**src/rtl/cond_flags_unit_if.sv**
```systemverilog
// Bus between the multicycle control FSM/decoder and cond_flags_unit.
// Optional saturation-flag signals appear when COND_Q_FLAG_EN is defined.
interface cond_flags_unit_if;
  logic       IRWrite;
  logic [3:0] Cond;
  logic [3:0] ALUFlags;
  logic [1:0] FlagW;
  logic       PCS;
  logic       NextPC;
  logic       RegW;
  logic       WE4w;
  logic       MemW;
  logic       NoWrite;
  logic       PCWrite;
  logic       RegWrite;
  logic       RegWrite2;
  logic       MemWrite;
  logic [3:0] Flags;
  logic       CondExOut;
`ifdef COND_Q_FLAG_EN
  logic       QSet;
  logic       QClr;
  logic       FlagQ;

  modport master (
    output IRWrite, Cond, ALUFlags, FlagW, PCS, NextPC, RegW, WE4w, MemW, NoWrite,
    output QSet, QClr,
    input  PCWrite, RegWrite, RegWrite2, MemWrite, Flags, CondExOut, FlagQ
  );
  modport slave (
    input  IRWrite, Cond, ALUFlags, FlagW, PCS, NextPC, RegW, WE4w, MemW, NoWrite,
    input  QSet, QClr,
    output PCWrite, RegWrite, RegWrite2, MemWrite, Flags, CondExOut, FlagQ
  );
`else
  modport master (
    output IRWrite, Cond, ALUFlags, FlagW, PCS, NextPC, RegW, WE4w, MemW, NoWrite,
    input  PCWrite, RegWrite, RegWrite2, MemWrite, Flags, CondExOut
  );
  modport slave (
    input  IRWrite, Cond, ALUFlags, FlagW, PCS, NextPC, RegW, WE4w, MemW, NoWrite,
    output PCWrite, RegWrite, RegWrite2, MemWrite, Flags, CondExOut
  );
`endif
endinterface

```
**src/rtl/cond_flags_unit.sv**
```systemverilog
// NZCV flag register and per-instruction condition evaluation that gates the
// FSM write strobes. Define COND_Q_FLAG_EN to add the sticky Q saturation flag.
module cond_flags_unit (
  input  logic               clk,
  input  logic               reset,
  cond_flags_unit_if.slave   bus
);

  typedef enum logic [3:0] {
    CC_EQ = 4'h0, CC_NE = 4'h1, CC_CS = 4'h2, CC_CC = 4'h3,
    CC_MI = 4'h4, CC_PL = 4'h5, CC_VS = 4'h6, CC_VC = 4'h7,
    CC_HI = 4'h8, CC_LS = 4'h9, CC_GE = 4'hA, CC_LT = 4'hB,
    CC_GT = 4'hC, CC_LE = 4'hD, CC_AL = 4'hE, CC_NV = 4'hF
  } cond_e;

  logic [3:0] r_flags;
  logic       r_cond_ex;
  logic       r_irw_d;

  logic       w_n;
  logic       w_z;
  logic       w_c;
  logic       w_v;
  logic       w_cond_ex;

  assign {w_n, w_z, w_c, w_v} = r_flags;

  // Evaluated against the architectural flags, never the in-flight ALU flags.
  always_comb begin
    // NOTE: default first so every path assigns w_cond_ex and no latch is inferred.
    w_cond_ex = 1'b0;
    unique case (cond_e'(bus.Cond))
      CC_EQ: w_cond_ex = w_z;
      CC_NE: w_cond_ex = ~w_z;
      CC_CS: w_cond_ex = w_c;
      CC_CC: w_cond_ex = ~w_c;
      CC_MI: w_cond_ex = w_n;
      CC_PL: w_cond_ex = ~w_n;
      CC_VS: w_cond_ex = w_v;
      CC_VC: w_cond_ex = ~w_v;
      CC_HI: w_cond_ex = w_c & ~w_z;
      CC_LS: w_cond_ex = ~w_c | w_z;
      CC_GE: w_cond_ex = (w_n == w_v);
      CC_LT: w_cond_ex = (w_n != w_v);
      CC_GT: w_cond_ex = ~w_z & (w_n == w_v);
      CC_LE: w_cond_ex = w_z | (w_n != w_v);
      CC_AL: w_cond_ex = 1'b1;
      CC_NV: w_cond_ex = 1'b0;
    endcase
  end

  // Flag halves update from the pre-edge CondExReg; CondExReg captures from
  // pre-edge flags, so a decode edge and a flag write can coincide safely.
  always_ff @(posedge clk or posedge reset) begin
    if (reset) begin
      r_flags   <= 4'b0000;
      r_cond_ex <= 1'b0;
      r_irw_d   <= 1'b0;
    end else begin
      // NOTE: non-blocking so every register samples the pre-edge values.
      r_irw_d <= bus.IRWrite;
      if (r_irw_d)
        r_cond_ex <= w_cond_ex;
      if (bus.FlagW[1] & r_cond_ex)
        r_flags[3:2] <= bus.ALUFlags[3:2];
      if (bus.FlagW[0] & r_cond_ex)
        r_flags[1:0] <= bus.ALUFlags[1:0];
    end
  end

`ifdef COND_Q_FLAG_EN
  logic r_flag_q;

  always_ff @(posedge clk or posedge reset) begin
    if (reset)
      r_flag_q <= 1'b0;
    else if (bus.QClr)
      r_flag_q <= 1'b0;
    else if (bus.QSet & r_cond_ex)
      r_flag_q <= 1'b1;
  end

  assign bus.FlagQ = r_flag_q;
`endif

  // Zero-latency gating; reset clears r_cond_ex so only the fetch PC update survives.
  assign bus.PCWrite   = bus.NextPC | (bus.PCS & r_cond_ex);
  assign bus.RegWrite  = bus.RegW & r_cond_ex & ~bus.NoWrite;
  assign bus.RegWrite2 = bus.WE4w & r_cond_ex;
  assign bus.MemWrite  = bus.MemW & r_cond_ex;
  assign bus.Flags     = r_flags;
  assign bus.CondExOut = r_cond_ex;

endmodule
```
**src/flat_wrapper.sv**
```systemverilog
// flat-port wrapper written by rule: the top's interface ports become plain ports
module cond_flags_unit_flat 
  (clk, reset, bus_IRWrite, bus_Cond, bus_ALUFlags, bus_FlagW, bus_PCS, bus_NextPC, bus_RegW, bus_WE4w, bus_MemW, bus_NoWrite, bus_PCWrite, bus_RegWrite, bus_RegWrite2, bus_MemWrite, bus_Flags, bus_CondExOut);
  cond_flags_unit_if bus_i ();
  input  logic clk;
  input  logic reset;
  input wire logic [$bits(bus_i.IRWrite)-1:0] bus_IRWrite;
  input wire logic [$bits(bus_i.Cond)-1:0] bus_Cond;
  input wire logic [$bits(bus_i.ALUFlags)-1:0] bus_ALUFlags;
  input wire logic [$bits(bus_i.FlagW)-1:0] bus_FlagW;
  input wire logic [$bits(bus_i.PCS)-1:0] bus_PCS;
  input wire logic [$bits(bus_i.NextPC)-1:0] bus_NextPC;
  input wire logic [$bits(bus_i.RegW)-1:0] bus_RegW;
  input wire logic [$bits(bus_i.WE4w)-1:0] bus_WE4w;
  input wire logic [$bits(bus_i.MemW)-1:0] bus_MemW;
  input wire logic [$bits(bus_i.NoWrite)-1:0] bus_NoWrite;
  output wire logic [$bits(bus_i.PCWrite)-1:0] bus_PCWrite;
  output wire logic [$bits(bus_i.RegWrite)-1:0] bus_RegWrite;
  output wire logic [$bits(bus_i.RegWrite2)-1:0] bus_RegWrite2;
  output wire logic [$bits(bus_i.MemWrite)-1:0] bus_MemWrite;
  output wire logic [$bits(bus_i.Flags)-1:0] bus_Flags;
  output wire logic [$bits(bus_i.CondExOut)-1:0] bus_CondExOut;
  assign bus_i.IRWrite = bus_IRWrite;
  assign bus_i.Cond = bus_Cond;
  assign bus_i.ALUFlags = bus_ALUFlags;
  assign bus_i.FlagW = bus_FlagW;
  assign bus_i.PCS = bus_PCS;
  assign bus_i.NextPC = bus_NextPC;
  assign bus_i.RegW = bus_RegW;
  assign bus_i.WE4w = bus_WE4w;
  assign bus_i.MemW = bus_MemW;
  assign bus_i.NoWrite = bus_NoWrite;
  assign bus_PCWrite = bus_i.PCWrite;
  assign bus_RegWrite = bus_i.RegWrite;
  assign bus_RegWrite2 = bus_i.RegWrite2;
  assign bus_MemWrite = bus_i.MemWrite;
  assign bus_Flags = bus_i.Flags;
  assign bus_CondExOut = bus_i.CondExOut;
  cond_flags_unit u_core (.clk(clk), .reset(reset), .bus(bus_i));
endmodule
```
**config.mk**
```make
export PLATFORM = sky130hd
export DESIGN_NAME = cond_flags_unit_flat
export DESIGN_NICKNAME = d
export VERILOG_FILES = /design/src/rtl/cond_flags_unit_if.sv /design/src/rtl/cond_flags_unit.sv /design/src/flat_wrapper.sv
export SDC_FILE = /design/constraint.sdc
export NUM_CORES = 1
export LEC_CHECK = 0
export BUFFER_PORTS_ARGS = -buffer_cell sky130_fd_sc_hd__clkbuf_2
export CORE_AREA = 8 8 45 47
export DETAILED_ROUTE_END_ITERATION = 10
export DIE_AREA = 0 0 53 55
export PLACE_DENSITY = 0.65
export SLEW_MARGIN = 20
export SYNTH_ARGS = -nofsm -noshare
export SYNTH_HDL_FRONTEND = slang
export SYNTH_SLANG_ARGS = --single-unit
```
**constraint.sdc**
```tcl
create_clock -name clk -period 1.16 [get_ports clk]
set_input_delay 0.174 -clock clk [delete_from_list [all_inputs] [get_ports clk]]
set_output_delay 0.174 -clock clk [all_outputs]
set_load 0.01 [all_outputs]
```
Word level (Yosys, flattened, before mapping)
Cells that the tools add are included.
{ "totals": {"ff_bits": 6, "in_bits": 19, "out_inout_bits": 9} }
{ "op_classes": {"n_eq_ne": 17, "n_mux": 1, "n_bitwise": 17, "reduce_logical": 1} }
{ "ops": {"columns": ["operator", "n"], "rows": [
  ["equality test 4 bit, second input constant", 8],
  ["equality test 4 x 3 -> 1 bit, second input constant", 4],
  ["case mux 1 bit (16 select lines)", 1],
  ["AND 1 bit", 9],
  ["equality test 4 x 2 -> 1 bit, second input constant", 2],
  ["inverter 1 bit", 5],
  ["equality test 4 x 1 -> 1 bit, second input constant", 1],
  ["logical NOT 4 bit", 1],
  ["bitwise OR 1 bit", 3],
  ["equality test 1 bit", 1],
  ["inequality test 1 bit", 1]
]} }

Logic depth before layout (Yosys ltp)
Gate-level depths: netlist (run 1).
{ "logic_depth": {"depth_word": 3, "ltp_mapped": 5, "mapped_depth_nobuf": 4} }

Worst setup path after synthesis (run 1)
No wires, ideal clock.
{ "synth_timing": {"path_kind": "register -> register", "startpoint": "register u_core.r_flags[2] (netlist: u_core.bus.Flags[2])", "endpoint": "register u_core.r_cond_ex (netlist: u_core.bus.CondExOut)", "required_time_ns": 1.032, "slack_ns": -0.117, "path_stages_with_launch": 5, "n_path_buf": 0, "setup_ns": 0.128, "arrival_ns": 1.149, "cell_sequence": "dfrtp_1 -> nor2_1 -> a311o_1 -> a2111oi_2 -> o31ai_1"} }
{ "synth_between": {"elab_chain_len": 3, "elab_cells_between_ends": 6, "classes_between": "mux (1); bitwise (5)"} }
{ "synth_lines": {"columns": ["item", "line", "rtl"], "rows": [
  ["start: declaration", "cond_flags_unit.sv:16", "logic [3:0] r_flags;"],
  ["start signal: assignment", "cond_flags_unit.sv:65", "r_flags[3:2] <= bus.ALUFlags[3:2];"],
  ["inverter 1 bit", "cond_flags_unit.sv:34, cond_flags_unit.sv:41, cond_flags_unit.sv:45", null],
  ["AND 1 bit (on tied branches)", "cond_flags_unit.sv:45, cond_flags_unit.sv:41", null],
  ["case mux 1 bit (16 select lines) (*)", "cond_flags_unit.sv:32", "unique case (cond_e'(bus.Cond))"],
  ["end signal: assignment", "cond_flags_unit.sv:63", "r_cond_ex <= w_cond_ex;"],
  ["end: declaration", "cond_flags_unit.sv:17", "logic r_cond_ex;"]
]} }
Mark *: on every way between the ends. The rest lies on a longest branch, timed or not.
A chain may end at the register's enable or synchronous reset.

Final worst setup path (run 1)
Same ends and word-level chain as after synthesis.

==> results of run 1 <==
[state kept, by name (all words and copies together) (netlist names)]
register              count
u_core.bus.Flags          4
u_core.bus.CondExOut      1
u_core.r_irw_d            1
[per-layer routing]
layer	vias up	global-route usage (%)	part of all wire (%)
li1	222	-	-
met5	-	0	0
met4	0	7.76	2.2
met2	20	12.5	49
met1	193	9.37	39
met3	4	2.41	9.6
[cell type report]
class | count | area share (%)
inverters | 3 | 1.75
clock buffers | 3 | 3.50
flip-flops and latches | 6 | 23.5
well taps | 16 | 3.11
multi-input cells | 30 | 37.4
repair buffers | 35 | 30.7
[timing repair]
action | in CTS | in global routing
buffers inserted | 1 | 2
hold endpoints to repair | 6 | 0
endpoints found under the setup margin | 5 | 5
pin swaps | 1 | 0
hold buffers | 1 | 0
resized for setup | 1 | 4
[cells by family (layout without fill, tap and decap cells)]
logic type | count (synthesis) | count (layout) | share of synthesized area [%]
AOI/OAI and AO/OA | 9 | 9 | 18.8
xor gates and xnor gates | 2 | 2 | 4.26
buffers and inverters | 5 | 41 | 8.21
DFF | 6 | 6 | 36.5
muxes | 6 | 6 | 15.8
and+or+nand+nor | 13 | 13 | 16.4
[worst max-delay path, delay by kind of cell (launching register included)]
kind | cells | cell delay, ns
AO/OA/AOI/OAI | 3 | 0.67
flip-flops | 1 | 0.40
AND/OR/NAND/NOR | 1 | 0.05
[path summary, 6_finish.rpt]
path,start,end,slack [ns],cells past startpoint
max,u_core.bus.Flags[2]$_DFFE_PP0P_,u_core.bus.CondExOut$_DFFE_PP0P_,-0.08,4
min in group asynchronous,reset,u_core.bus.Flags[2]$_DFFE_PP0P_,0.37,3
min,bus_IRWrite,u_core.r_irw_d$_DFF_PP0_,0.04,1
max reg2reg,u_core.bus.Flags[2]$_DFFE_PP0P_,u_core.bus.CondExOut$_DFFE_PP0P_,-0.08,4
max in group asynchronous,reset,u_core.bus.CondExOut$_DFFE_PP0P_,0.58,3
min reg2reg,u_core.r_irw_d$_DFF_PP0_,u_core.bus.CondExOut$_DFFE_PP0P_,0.51,2
[cell usage in the layout, fill, tap and decap left out, types with 2 or more instances in the layout]
cell       n
buf_2      2
buf_4      7
clkbuf_2  25
clkbuf_4   3
dfrtp_1    5
inv_1      2
mux2_2     4
mux2i_1    2
nand2_1    5
nor2_1     2
xnor2_1    2
[power groups by stage]
stage	combinational [mW]	sequential, mW	clock (mW)
5_1_grt	0.474	0.355	0.213
6_report	0.430	0.344	0.189
3_3_place_gp	0.368	0.348	0
2_1_floorplan	0.202	0.356	0
4_1_cts	0.403	0.347	0.204
3_5_place_dp	0.369	0.351	0
[stage by stage]
step                hold WS, ns  setup WS (ns)
floorplan               -0.0350        -0.0861
detailed placement       0.0833         -0.101
global placement         0.0879         -0.116
global route             0.0289         -0.151
CTS                      0.0273        -0.0905
finish                   0.0365        -0.0844
==> results by group, run 1 <==
Pwr
  – Sw Pwr: 320 uW
  – Clock share of power: 19.6%
  – Sw frac: 33.3%
  – Combinational power share: 44.7%
  – Peak supply drop: 647 uV
  – LEAKAGE: 0.335 nW
  – P_int: 642 uW
  – Total power: 962 uW
  – Reg power frac: 35.7%
  – Power Density: 1500 nW/um2

Timing
  – Tmin final: 1.24 ns
  – Setup_tns: -0.0844 ns
  – Measured slew at the worst slew-check pin: 0.290 ns
  – Final slew viol count: 0
  – Unrepaired setup endpoints after global routing: yes
  – Final WS setup: -0.0844 ns
  – Fin. Hold Viols: 0
  – Clock Skews: 0.00257 ns
  – Period Utilization, post-route: 107%
  – Fmax: 804 MHz
  – Slew margin rel.: 80.4%
  – Endpoints failing setup: 1

Clock tree
  – CTS root buf: clkbuf_4
  – CTS tree: yes
  – Clock sinks: 6
  – Clk buf depth: 2
  – TritonCTS Buffers: 3
  – Clock Latency Late Sink: 0.24 ns
  – H-tree Lvls: 1
  – Clock transition at path regs: 0.04 ns

GRT
  – Largest net degree at the start of global routing: 9
  – Grt total ovfl: 0
  – Vias in the first global route: 434
  – Overall Global Routing Usage: 8.34%
  – First-pass GRT wire length: 1810 um
  – Initial antenna violation count: 0

Run status
  – Outcome: complete, but fails checks
  – Failing checks: negative setup slack

Route
  – Iteration-0 DRC Markers: 4
  – WL final: 1120 um
  – Drt pass-1 iters: 4
  – Post-route ant nets: 0
  – Drt drc: 0
  – DR vias/cell: 4.72
  – Vias post-DR: 439
  – DR WL/cell: 12.0 um

Floorplanning
  – Die W: 53 um
  – Core area: 1380 um2
  – # IOs: 28
  – # rows: 14
  – Initial Util: 29.7%
  – Die H: 55 um
  – Die area: 2920 um2

Final layout
  – Synthesis-to-layout area growth: 56.2%
  – ANT cells: 0
  – Final Util: 46.5%
  – Fraction of layout cells with a size suffix above 1: 62.3%
  – Final instance area: 643 um2
  – Multi-input gate area: 240 um2
  – Register Area: 151 um2
  – FILL cells: 143
  – Nets@finish: 98
  – Non-filler cells, final: 93

Logic synthesis
  – Sequential fraction of the synthesis area: 36.5%
  – Yosys reg bits: 6
  – Ys flop type: dfrtp_1
  – Yosys top cell area share: 36.5%
  – Yosys top cell by area: dfrtp_1
  – Async set-reset flop share out of synthesis: 100%
  – Most instantiated library cell after synthesis: dfrtp_1
  – Mapped Cells: 41
  – Distinct cells, synth: 23
  – Synth cell count leaders: dfrtp_1 (6), nand2_1 (5), mux2_2 (4)
  – Synth top area cells: dfrtp_1 (36%), mux2_2 (11%), buf_6 (5.5%)
  – Number of synthesized flops with an enable pin: 0
  – Mean post-synth cell area: 10.0 um2
  – Post-synthesis net count: 60
  – Mapped Area: 412 um2
  – Yosys Warn Count: 0

Worst setup path
  – Max FO, Critical Path: 5
  – CP arrival: 1.36 ns
  – CP endpoint kind: flop
  – CP Class: reg2reg
  – Crit-path slowest cell: dfrtp_1
  – Crit path required time: 1.28 ns
  – Crit path largest cell delay: 0.40 ns
  – Cell breakdown of the critical path: nor2_1 -> a311o_1 -> a2111oi_2 -> o31ai_1
  – Startpoint types: flop

Placement
  – Gpl congestion: 0.801
  – Final HPWL from detailed placement: 946 um
  – Placed Cells: 86
  – Port-buffer cells: 27
  – Placed cell area: 578 um2

Min path
  – Worst min path class: in2reg

Job
  – Max Cap Viol: 0
No activity file was read; power rests on OpenSTA's default activity.
==> run 2, diff against run 1 <==
Settings changed: PLACE_DENSITY 0.65 to 0.61.
==> results by group, run 2 (synthesis gave the netlist of run 1 again) <==
Worst setup path
  – Startpoint types: flop
  – Crit-path slowest cell: dfrtp_1
  – Cell breakdown of the critical path: nor2_2 -> a311o_1 -> a2111oi_2 -> o31ai_1
  – Crit path largest cell delay: 0.41 ns
  – Crit path required time: 1.28 ns
  – CP endpoint kind: flop
  – CP arrival: 1.37 ns
  – Max FO, Critical Path: 5
  – CP Class: reg2reg

Timing
  – Measured slew at the worst slew-check pin: 0.297 ns
  – Slew margin rel.: 79.9%
  – Tmin final: 1.25 ns
  – Setup_tns: -0.145 ns
  – WHS: 0.0392 ns
  – Fmax: 799 MHz
  – Unrepaired setup endpoints after global routing: yes
  – Final slew viol count: 0
  – Final WS setup: -0.0917 ns
  – Period Utilization, post-route: 108%
  – Endpoints failing setup: 2
  – Clock Skews: 0.000222 ns
  – Fin. Hold Viols: 0

Pwr
  – Total power: 1.01 mW
  – Peak supply drop: 765 uV
  – LEAKAGE: 0.348 nW
  – Power Density: 1510 nW/um2

Clock tree
  – TritonCTS Buffers: 3
  – Clock transition at path regs: 0.04 ns
  – Clock sinks: 6
  – H-tree Lvls: 1
  – CTS tree: yes
  – CTS root buf: clkbuf_4
  – Clk buf depth: 2
  – Clock Latency Late Sink: 0.24 ns

Final layout
  – Most frequent standard cell in the layout excluding fill and tap cells: clkbuf_2
  – Synthesis-to-layout area growth: 63.2%
  – Largest register FFs: 4
  – Fraction of layout cells with a size suffix above 1: 67.1%
  – FILL cells: 140
  – Most frequent cells in the layout: clkbuf_2 (25), buf_4 (9), dfrtp_1 (5), nand2_1 (4), mux2_2 (4)
  – Nets@finish: 100
  – Final Util: 48.6%
  – Final instance area: 672 um2
  – ANT cells: 0
  – Non-filler cells, final: 95

Floorplanning
  – Initial Util: 29.7%
  – Core area: 1380 um2
  – Die W: 53 um
  – # IOs: 28
  – Die H: 55 um
  – Die area: 2920 um2
  – # rows: 14

Route
  – Drt pass-1 iters: 4
  – Post-route ant nets: 0
  – DR WL/cell: 12.9 um
  – Vias post-DR: 443
  – DR vias/cell: 4.66
  – Drt drc: 0
  – WL final: 1220 um
  – Iteration-0 DRC Markers: 9

Placement
  – Final HPWL from detailed placement: 954 um
  – Placed Cells: 88
  – Gpl congestion: 0.795
  – Placement Setup Slack: -0.107 ns
  – Port-buffer cells: 27
  – Placed cell area: 593 um2

GRT
  – First-pass GRT wire length: 1850 um
  – Overall Global Routing Usage: 8.23%
  – Vias in the first global route: 442
  – Grt total ovfl: 0
  – Initial antenna violation count: 0
  – Largest net degree at the start of global routing: 9

Run status
  – Outcome: complete, but fails checks
  – Failing checks: negative setup slack

Min path
  – Worst min path class: in2reg

Job
  – Max Cap Viol: 0
run 2: cell types whose count changed in the layout (fill, tap and decap cells not counted):
cell,previous run,this run
and2_1,1,0
buf_2,2,1
nand2_2,0,1
and2_4,1,2
buf_4,7,9
buf_6,0,1
nor2_1,2,1
nor2_2,0,1
nand2_1,5,4
run 2: final timing paths:
kind	from	end	slack, ns	cells after the start
setup / recovery	u_core.bus.Flags[2]$_DFFE_PP0P_	u_core.bus.CondExOut$_DFFE_PP0P_	-0.09	4
hold / removal	bus_IRWrite	u_core.r_irw_d$_DFF_PP0_	0.04	1
setup reg to reg	u_core.bus.Flags[2]$_DFFE_PP0P_	u_core.bus.CondExOut$_DFFE_PP0P_	-0.09	4
hold reg to reg	u_core.r_irw_d$_DFF_PP0_	u_core.bus.CondExOut$_DFFE_PP0P_	0.53	2
max in group asynchronous	reset	u_core.bus.CondExOut$_DFFE_PP0P_	0.58	3
min in group asynchronous	reset	u_core.bus.Flags[1]$_DFFE_PP0P_	0.37	3
run 2: metal layers:
metal | GRT usage, % | part of all wire [%] | vias to the layer above
met5 | 0 | 0 | -
met4 | 5.17 | 0 | 0
met3 | 2.41 | 8.3 | 0
met2 | 12.1 | 50 | 12
met1 | 10.3 | 42 | 207
li1 | - | - | 224
run 2: worst max-delay path: cells and delay by family, from the launching register on:
family	cells	cell delay [ns]
compound gates	3	0.67
flops	1	0.41
simple gates	1	0.05
run 2: final cells by class:
type,instances,area (um2),area share (%)
Multi-Input combinational cell,30,248,36.9
Timing Repair Buffer,37,219,32.6
Sequential cell,6,151,22.5
Clock buffer,3,22.5,3.35
Tap cell,16,20.0,2.98
Inverter,3,11.3,1.68
run 2: timing repair:
| item | 4_1_cts | 5_1_grt |
|---|---|---|
| gates resized for setup | 1 | 8 |
| pin swaps | 1 | 1 |
| setup endpoints to repair | 5 | 5 |
| buffers inserted | 1 | 2 |
| endpoints found under the hold margin | 6 | 0 |
| cloned | 0 | 0 |
| hold buffers | 1 | 0 |
run 2: where the power goes:
group | total (mW) | switching (mW) | internal (mW)
logic | 0.476 | 0.188 | 0.288
registers | 0.347 | 0.0798 | 0.268
clock network | 0.188 | 0.0714 | 0.117
